===== src/rtl/dcache_mem_ctrl.sv =====
// dcache_mem_ctrl: memory-side miss handler for the data cache.
// On a miss it writes back a dirty victim block as an AXI-style write burst,
// then fetches the missing block as a read burst. The refill is handed to the
// cache with a one-cycle o_block_we, and o_stall holds the pipeline throughout.
// Optional macro DCACHE_MEM_CTRL_PERF_CNT_EN adds o_miss_cnt / o_wb_cnt.
// Ports:
//   i_clk, i_arst (async, active-low)
//   i_mem_access, i_dcache_hit, i_dcache_dirty, i_miss_addr, i_addr_wb, i_data_block_wb
//   o_stall (combinational), o_block_we, o_data_block
//   AW: o_aw_valid/i_aw_ready/o_aw_addr   W: o_w_valid/i_w_ready/o_w_data/o_w_last
//   B : i_b_valid/o_b_ready               AR: o_ar_valid/i_ar_ready/o_ar_addr
//   R : i_r_valid/o_r_ready/i_r_data/i_r_last
module dcache_mem_ctrl #(
   parameter int unsigned ADDR_WIDTH  = 64,
   parameter int unsigned DATA_WIDTH  = 64,
   parameter int unsigned BLOCK_WIDTH = 512
) (
   input  logic                   i_clk,
   input  logic                   i_arst,
   input  logic                   i_mem_access,
   input  logic                   i_dcache_hit,
   input  logic                   i_dcache_dirty,
   input  logic [ADDR_WIDTH-1:0]  i_miss_addr,
   input  logic [ADDR_WIDTH-1:0]  i_addr_wb,
   input  logic [BLOCK_WIDTH-1:0] i_data_block_wb,
   output logic                   o_stall,
   output logic                   o_block_we,
   output logic [BLOCK_WIDTH-1:0] o_data_block,
   output logic                   o_aw_valid,
   input  logic                   i_aw_ready,
   output logic [ADDR_WIDTH-1:0]  o_aw_addr,
   output logic                   o_w_valid,
   input  logic                   i_w_ready,
   output logic [DATA_WIDTH-1:0]  o_w_data,
   output logic                   o_w_last,
   input  logic                   i_b_valid,
   output logic                   o_b_ready,
   output logic                   o_ar_valid,
   input  logic                   i_ar_ready,
   output logic [ADDR_WIDTH-1:0]  o_ar_addr,
   input  logic                   i_r_valid,
   output logic                   o_r_ready,
   input  logic [DATA_WIDTH-1:0]  i_r_data,
   input  logic                   i_r_last
`ifdef DCACHE_MEM_CTRL_PERF_CNT_EN
   ,
   output logic [31:0]            o_miss_cnt,
   output logic [31:0]            o_wb_cnt
`endif
);

   localparam int unsigned BEATS = BLOCK_WIDTH / DATA_WIDTH;
   localparam int unsigned CNT_W = (BEATS > 1) ? $clog2(BEATS) : 1;
   localparam int unsigned OFF_W = $clog2(BLOCK_WIDTH / 8);
   localparam logic [ADDR_WIDTH-1:0] OFF_MASK = ADDR_WIDTH'((64'd1 << OFF_W) - 64'd1);
   localparam logic [CNT_W-1:0] LAST_BEAT = CNT_W'(BEATS - 1);

   localparam logic [2:0] S_IDLE    = 3'd0;
   localparam logic [2:0] S_WB_ADDR = 3'd1;
   localparam logic [2:0] S_WB_DATA = 3'd2;
   localparam logic [2:0] S_WB_RESP = 3'd3;
   localparam logic [2:0] S_RD_ADDR = 3'd4;
   localparam logic [2:0] S_RD_DATA = 3'd5;
   localparam logic [2:0] S_REFILL  = 3'd6;

   logic [2:0]             state_q, state_d;
   logic [CNT_W-1:0]       cnt_q, cnt_d;
   logic [ADDR_WIDTH-1:0]  wb_addr_q, wb_addr_d;
   logic [ADDR_WIDTH-1:0]  rd_addr_q, rd_addr_d;
   logic [BLOCK_WIDTH-1:0] victim_q, victim_d;
   logic [BLOCK_WIDTH-1:0] block_q, block_d;
   logic [DATA_WIDTH-1:0]  w_data_q, w_data_d;
   logic                   aw_valid_q, aw_valid_d;
   logic                   w_valid_q, w_valid_d;
   logic                   w_last_q, w_last_d;
   logic                   b_ready_q, b_ready_d;
   logic                   ar_valid_q, ar_valid_d;
   logic                   r_ready_q, r_ready_d;
   logic                   block_we_q, block_we_d;
   logic                   miss;
`ifdef DCACHE_MEM_CTRL_PERF_CNT_EN
   logic [31:0]            miss_cnt_q, miss_cnt_d;
   logic [31:0]            wb_cnt_q, wb_cnt_d;
`endif

   assign miss    = i_mem_access & ~i_dcache_hit;
   assign o_stall = miss | (state_q != S_IDLE);

   // Next-state, datapath and next-output logic
   always_comb begin
      state_d   = state_q;
      cnt_d     = cnt_q;
      wb_addr_d = wb_addr_q;
      rd_addr_d = rd_addr_q;
      victim_d  = victim_q;
      block_d   = block_q;
`ifdef DCACHE_MEM_CTRL_PERF_CNT_EN
      miss_cnt_d = miss_cnt_q;
      wb_cnt_d   = wb_cnt_q;
`endif
      case (state_q)
         S_IDLE: begin
            if (miss) begin
               rd_addr_d = i_miss_addr & ~OFF_MASK;
               // Start each refill from a zeroed block so a short burst leaves unused beats at 0
               block_d   = '0;
               cnt_d     = '0;
`ifdef DCACHE_MEM_CTRL_PERF_CNT_EN
               miss_cnt_d = miss_cnt_q + 32'd1;
`endif
               if (i_dcache_dirty) begin
                  wb_addr_d = i_addr_wb;
                  victim_d  = i_data_block_wb;
                  state_d   = S_WB_ADDR;
`ifdef DCACHE_MEM_CTRL_PERF_CNT_EN
                  wb_cnt_d  = wb_cnt_q + 32'd1;
`endif
               end else begin
                  state_d = S_RD_ADDR;
               end
            end
         end
         S_WB_ADDR: if (i_aw_ready) state_d = S_WB_DATA;
         S_WB_DATA: begin
            if (i_w_ready) begin
               if (cnt_q == LAST_BEAT) begin
                  cnt_d   = '0;
                  state_d = S_WB_RESP;
               end else begin
                  cnt_d = cnt_q + CNT_W'(1);
               end
            end
         end
         S_WB_RESP: if (i_b_valid) state_d = S_RD_ADDR;
         S_RD_ADDR: if (i_ar_ready) state_d = S_RD_DATA;
         S_RD_DATA: begin
            if (i_r_valid) begin
               block_d[32'(cnt_q) * DATA_WIDTH +: DATA_WIDTH] = i_r_data;
               // Burst closes on r_last or at the final beat, whichever comes first
               if (i_r_last || (cnt_q == LAST_BEAT)) begin
                  cnt_d   = '0;
                  state_d = S_REFILL;
               end else begin
                  cnt_d = cnt_q + CNT_W'(1);
               end
            end
         end
         S_REFILL: state_d = S_IDLE;
         default:  state_d = S_IDLE;
      endcase

      // Outputs are registered from the next state so they line up with state_q
      aw_valid_d = (state_d == S_WB_ADDR);
      w_valid_d  = (state_d == S_WB_DATA);
      w_last_d   = (state_d == S_WB_DATA) && (cnt_d == LAST_BEAT);
      w_data_d   = victim_d[32'(cnt_d) * DATA_WIDTH +: DATA_WIDTH];
      b_ready_d  = (state_d == S_WB_RESP);
      ar_valid_d = (state_d == S_RD_ADDR);
      r_ready_d  = (state_d == S_RD_DATA);
      block_we_d = (state_d == S_REFILL);
   end

   // State and output registers
   always_ff @(posedge i_clk or negedge i_arst) begin
      if (!i_arst) begin
         state_q    <= S_IDLE;
         cnt_q      <= '0;
         wb_addr_q  <= '0;
         rd_addr_q  <= '0;
         victim_q   <= '0;
         block_q    <= '0;
         w_data_q   <= '0;
         aw_valid_q <= 1'b0;
         w_valid_q  <= 1'b0;
         w_last_q   <= 1'b0;
         b_ready_q  <= 1'b0;
         ar_valid_q <= 1'b0;
         r_ready_q  <= 1'b0;
         block_we_q <= 1'b0;
`ifdef DCACHE_MEM_CTRL_PERF_CNT_EN
         miss_cnt_q <= '0;
         wb_cnt_q   <= '0;
`endif
      end else begin
         state_q    <= state_d;
         cnt_q      <= cnt_d;
         wb_addr_q  <= wb_addr_d;
         rd_addr_q  <= rd_addr_d;
         victim_q   <= victim_d;
         block_q    <= block_d;
         w_data_q   <= w_data_d;
         aw_valid_q <= aw_valid_d;
         w_valid_q  <= w_valid_d;
         w_last_q   <= w_last_d;
         b_ready_q  <= b_ready_d;
         ar_valid_q <= ar_valid_d;
         r_ready_q  <= r_ready_d;
         block_we_q <= block_we_d;
`ifdef DCACHE_MEM_CTRL_PERF_CNT_EN
         miss_cnt_q <= miss_cnt_d;
         wb_cnt_q   <= wb_cnt_d;
`endif
      end
   end

   assign o_aw_valid   = aw_valid_q;
   assign o_aw_addr    = wb_addr_q;
   assign o_w_valid    = w_valid_q;
   assign o_w_data     = w_data_q;
   assign o_w_last     = w_last_q;
   assign o_b_ready    = b_ready_q;
   assign o_ar_valid   = ar_valid_q;
   assign o_ar_addr    = rd_addr_q;
   assign o_r_ready    = r_ready_q;
   assign o_block_we   = block_we_q;
   assign o_data_block = block_q;
`ifdef DCACHE_MEM_CTRL_PERF_CNT_EN
   assign o_miss_cnt   = miss_cnt_q;
   assign o_wb_cnt     = wb_cnt_q;
`endif

endmodule


===== config.mk =====
export PLATFORM = sky130hd
export DESIGN_NAME = dcache_mem_ctrl
export DESIGN_NICKNAME = d
export VERILOG_FILES = /design/src/rtl/dcache_mem_ctrl.sv
export SDC_FILE = /design/constraint.sdc
export NUM_CORES = 2
export LEC_CHECK = 0
export CAP_MARGIN = 10
export CORE_AREA = 10 10 551 553
export DETAILED_ROUTE_END_ITERATION = 7
export DIE_AREA = 0 0 561 563
export PLACE_DENSITY = 0.4
export SLEW_MARGIN = 20
export SYNTH_ARGS = -nofsm -noshare
export SYNTH_HDL_FRONTEND = slang
export SYNTH_SLANG_ARGS = --single-unit
export TNS_END_PERCENT = 50

===== constraint.sdc =====
create_clock -name i_clk -period 7.05 [get_ports i_clk]
set_input_delay 1.0575 -clock i_clk [delete_from_list [all_inputs] [get_ports i_clk]]
set_output_delay 1.0575 -clock i_clk [all_outputs]
set_load 0.01 [all_outputs]

Word level (Yosys, flattened, before mapping)
Index checks and enable logic that the tools add are counted.
W data, S select, Z words.

storage, ports and cells
  bits in registers = 1223
  bits of input ports = 715
  output and inout bits = 712
  logic and storage cells = 68

cells by class
  $add $sub $neg = 2
  eq/ne operators = 15
  shift-type cells = 3
  mux-type cells = 23
  bitwise logic cells = 3
  reduce and logical (&&, ||, !) cells = 8

operator list
  operator                     count
  $mux W512                    5
  $pmux W512 S2                1
  $bwmux W512                  1
  $shift A64 B34 Y512 const A  1
  $shiftx A512 B10 Y64         1
  $shiftx A64 B34 Y512         1
  $mux W3                      14
  $neg A9 Y34                  1
  $eq A3 B3 Y1 const B         7
  $pmux W3 S6                  1
  $eq A3 B2 Y1 const B         4
  $pmux W3 S3                  1
  $eq A3 B1 Y1 const B         2
  $reduce_and A3 Y1            2
  $ne A2 B2 Y1 const B         2
  $add A3 B1 Y3 const B        1
  $logic_not A3 Y1             1
  $reduce_bool A3 Y1           1
  $reduce_and A2 Y1            1
  $reduce_bool A2 Y1           1
  $and A1 B1 Y1                1
  $logic_and A1 B1 Y1          1
  $logic_or A1 B1 Y1           1
  $not A1 Y1                   1
  $or A1 B1 Y1                 1

Longest topological paths before layout
  depth in word-level cells = 7
  mapped depth = 14
  depth with buffers taken out = 9

Worst setup path before layout
No wires, ideal clock.

  path kind = register -> register
  start = register cnt_q[0]
  end = register block_q[301] (netlist: o_data_block[301])
  library setup time = 65 ps
  arrival = 3023 ps
  required time = 6985 ps
  path slack = 3962 ps
  stages on the path, launching flop included = 12
  path buffers = 5
  clock period less this slack = 3088 ps
  path through = dfrtp_1 buf_2 clkbuf_1 clkbuf_1 inv_1 ha_1 or3_1 nor3_2 and2_1 buf_2 buf_2 a22o_1

on the way
  word-level cells in the longest chain between the ends = 5
  elaborated cells between the ends (all ways) = 6
  classes of those cells = 1 x add/sub; 2 x shift; 3 x mux

RTL lines
  what                                                                line  text
  from (decl)                                                         67    logic [CNT_W-1:0] cnt_q, cnt_d;
  from (signal assigned)                                              186   cnt_q <= cnt_d;
  $neg A9 Y34 (*)                                                     138   block_d[32'(cnt_q) * DATA_WIDTH +: DATA_WIDTH] = i_r_data;
  $shiftx A64 B34 Y512 / $shift A64 B34 Y512 (equally long branches)  138
  $bwmux W512 (*)                                                     138
  $mux W512 (*)                                                       137   if (i_r_valid) begin
  $pmux W512 S2 (*)                                                   101   case (state_q)
  to (signal assigned)                                                190   block_q <= block_d;
  to (decl)                                                           71    logic [BLOCK_WIDTH-1:0] block_q, block_d;

Mark *: on every way between the ends. The rest lies on a longest branch, timed or not. The select of a mux whose other input is x is not followed.
A chain may end at the register's enable or synchronous reset.

Final worst setup path
  start = register cnt_q[0]
  end = register w_data_q[39] (netlist: o_w_data[39])

on the way
  word-level cells in the longest chain between the ends = 6
  elaborated cells between the ends (all ways) = 10
  classes of those cells = 1 x add/sub; 1 x eq/ne; 1 x shift; 6 x mux; 1 x reduce/logical

RTL lines
  what                                                   line  text
  branches (longest 4 deep; another with $add A3 B1 Y3)  n/a
  $pmux W3 S3 (*)                                        101
  $shiftx A512 B10 Y64 (*)                               156   w_data_d = victim_d[32'(cnt_d) * DATA_WIDTH +: DATA_WIDTH];
  named net w_data_d[39]                                 72    logic [DATA_WIDTH-1:0] w_data_q, w_data_d;
  to (signal assigned)                                   191   w_data_q <= w_data_d;
  to (decl)                                              72

Mark *: on every way through the listed nets, which the timed path passes.

==> impl_results.md <==
* Status: finished clean
* Die H at 563 µm
* Die W at 561 µm
* Clock sink total at 1223
* Vias at 40200
* Top cell type's share of synthesized area at 0.621
* Main synth FF type: dfrtp_1
* CP cell instances: ha_1 > ha_1 > or2_2 > o21ai_0 > a32o_1 > nor2_4 > buf_4 > a32oi_1 > o221ai_1
* Critical Path Most Common Cell: ha_1
* Grt ovf at 0
* Top post-synthesis cells by area: dfrtp_1, nand2_1, a22o_1
* Most instantiated library cell after synthesis: nand2_1
* Rel. slew slack at 0.103
* Synthesized instance count at 4246
* Pleak at 0.0318 µW
* Pwr per Cell Area at 391 nW/µm²
* Slew @ Worst Pin at 1.35 ns
* Htree depth at 4
* Layout Utilization at 0.249
* I/O pin cnt at 1427
* Final hold vios at 0
* CP Launch Type: register
* Asr flop ratio synth at 1.00
* Max stage delay on crit path at 1.11 ns
* Die ar. at 316000 µm²
* Setup TNS at 0 ns
* Initial antenna violation count at 170
* Fin worst setup slack at 2.52 ns
* Worst setup EP type: register
* Post-DP HPWL at 216000 µm
* Switching power of the nets at 10400 µW
* Vias in the first global route at 41800
* Cell variety after synth at 49
* Cts hold-fix bufs at 0
* Core region area at 293000 µm²
* Yosys warnings at 0
* Drt total wl at 289000 µm
* Fill cell count at 31000
* Drt wl/cell at 30.1 µm
* Comb pwr share at 0.363
* Syn avg cell area at 11.6 µm²
* Top cells by count, synth: nand2_1, dfrtp_1, a22o_1, mux2_2, clkbuf_1
* Register area at 30600 µm²
* First-pass GRT wire length at 385000 µm
* Multi-input logic area at 17000 µm²
* Clk_skew at 0.0579 ns
* Initial Util at 0.168
* P&R area growth vs syn at 47.7%
* Cell taking the most area after synthesis: dfrtp_1
* MaxCap Viol Count at 0
* Highest clock rate at 221 MHz
* Clock power share at 0.287
* Critical Path RT at 7.66 ns
* RSZ-0062 raised after global routing: false
* Synthesized area at 49300 µm²
* Post-synth EDFFs at 0
* Sw Share at 0.367
* Iter 0 DRT Violations at 2907
* Sequential fraction of the synthesis area at 0.621
* GRT Util Overall at 0.174
* Slowest CP cell: a32oi_1
* #FFs+latches synth at 1223
* Post-route cell area at 72700 µm²
* Via density per instance at 4.19
* Clock tree buffer depth at 4
* WP data arrival at 5.14 ns
* Setup violations, final at 0
* Worst hold path class: input port to asynchronous set/reset pin
* Skew-Pair Late Insertion Delay at 0.82 ns
* Router iterations before antenna repair at 7
* Row count at 199
* PostCTS Resize Cnt at 0
* Max rail drop VDD at 0.195 mV
* Final min period at 4.53 ns
* Gpl congestion at 0.886
* Final nets at 6262
* IO Port Bufs at 1414
* Proportion of layout cells with a drive suffix above 1 at 0.126
* Root Driver: clkbuf_16
* Max-slew violations at 0
* Placed inst area at 67600 µm²
* Final ANT Viol Nets at 0
* CTS tree: done
* Drc violations at 0
* CP max FO at 27
* Clock-pin slew on the worst setup and hold paths at 0.06 ns
* Largest net degree at the start of global routing at 147
* Num CTS Buffers at 160
* Critical path type: register to register
* Ratio of final minimum period to clock period at 0.642
* Flop pwr share at 0.350
* Post-CTS Setup Inserts at 0
* Internal power at 18000 µW
* Pre-CTS WS at 1.79 ns
-- area by class of cell --
cell class,instances,share of cell area
clock buffer,232,0.0631
sequential,1223,0.421
clock inverter,38,0.00691
multi-input combinational,2648,0.234
inverter,10,0.000619
timing repair buffer,1497,0.206
antenna,35,0.00120
tap,3919,0.0674
-- stage by stage --
stage	power [µW]	hold slack [ns]	std cells
detailed placement	20500	0.457	9297
global route	30000	0.236	9596
finish	28400	0.237	9602
CTS	29000	0.217	9567
global placement	20400	0.453	9296
floorplan	14800	0.440	4251
-- power by group through the flow --
stage	sequential, µW	combinational (µW)	clock (µW)
floorplan	10100	4680	0
global placement	10000	10400	0
detailed placement	10100	10500	0
CTS	9970	10500	8480
global route	10200	11100	8740
finish	9960	10300	8160
-- worst paths after layout --
| path | startpoint | to | slack (ns) | cells after the start |
|---|---|---|---|---|
| min in group i_clk | victim_q[277]$_DFF_PN0_ | victim_q[277]$_DFF_PN0_ | 0.47 | 2 |
| worst min-delay path | i_arst | victim_q[35]$_DFF_PN0_ | 0.24 | 1 |
| max in group asynchronous | i_arst | victim_q[282]$_DFF_PN0_ | 5.20 | 2 |
| worst max-delay path | cnt_q[0]$_DFF_PN0_ | o_w_data[39]$_DFF_PN0_ | 2.52 | 9 |
| worst min register to register | victim_q[277]$_DFF_PN0_ | victim_q[277]$_DFF_PN0_ | 0.47 | 2 |
| worst max register to register | cnt_q[0]$_DFF_PN0_ | o_w_data[39]$_DFF_PN0_ | 2.52 | 9 |
-- state kept, by name, summed over array words and instances, names as in the netlist --
register / flops
state_q: 3
o_aw_valid: 1
victim_q: 512
o_ar_valid: 1
o_ar_addr: 58
o_block_we: 1
cnt_q: 3
o_w_last: 1
o_w_data: 64
o_aw_addr: 64
o_data_block: 512
o_r_ready: 1
o_w_valid: 1
o_b_ready: 1
-- metal layers --
metal / share of wire / track usage / vias up / wire length [µm]
met1: 0.41 / 0.216 / 20700 / 119000
met3: 0.093 / 0.0648 / 532 / 26800
li1: - / - / 17200 / -
met2: 0.46 / 0.278 / 1668 / 132000
met4: 0.039 / 0.0607 / 54 / 11300
met5: 0.0011 / 0 / - / 324
-- worst max-delay path: cells and delay by family, from the launching register on --
family,cells,cell delay [ns]
buffers and inverters,1,0.33
adder cells (fa/ha/maj),2,0.57
AND/OR/NAND/NOR,2,0.61
flip-flops,1,0.62
AO/OA/AOI/OAI,4,2.07
-- cell families after synthesis --
kind of cell	Yosys count	share of synthesized area
flip-flops	1223	0.621
other	1	0.0000761
buffers and inverters	380	0.0373
multiplexers	449	0.0994
AND/OR/NAND/NOR	1527	0.124
AO/OA/AOI/OAI	659	0.116
adder cells (fa/ha/maj)	7	0.00178
-- layout by cell type, fill, tap and decap left out, drive strengths merged, types with 2 or more instances in the layout --
cell	count
clkdlybuf4s50	1413
o21ai	38
ha	7
nand2	1339
nand4	2
mux2	321
clkinvlp	2
a221o	65
inv	15
nand2b	2
or2	69
a32oi	64
nor2b	12
dfrtp	1223
mux2i	128
a21oi	7
clkbuf	232
or3	3
nand4b	2
bufinv	6
nor2	19
a22o	413
buf	84
clkinv	25
o221ai	64
diode	35
conb	6
a22oi	3
nor3	5
nand3	68
Note: power is estimated with default switching activity, not from simulation.
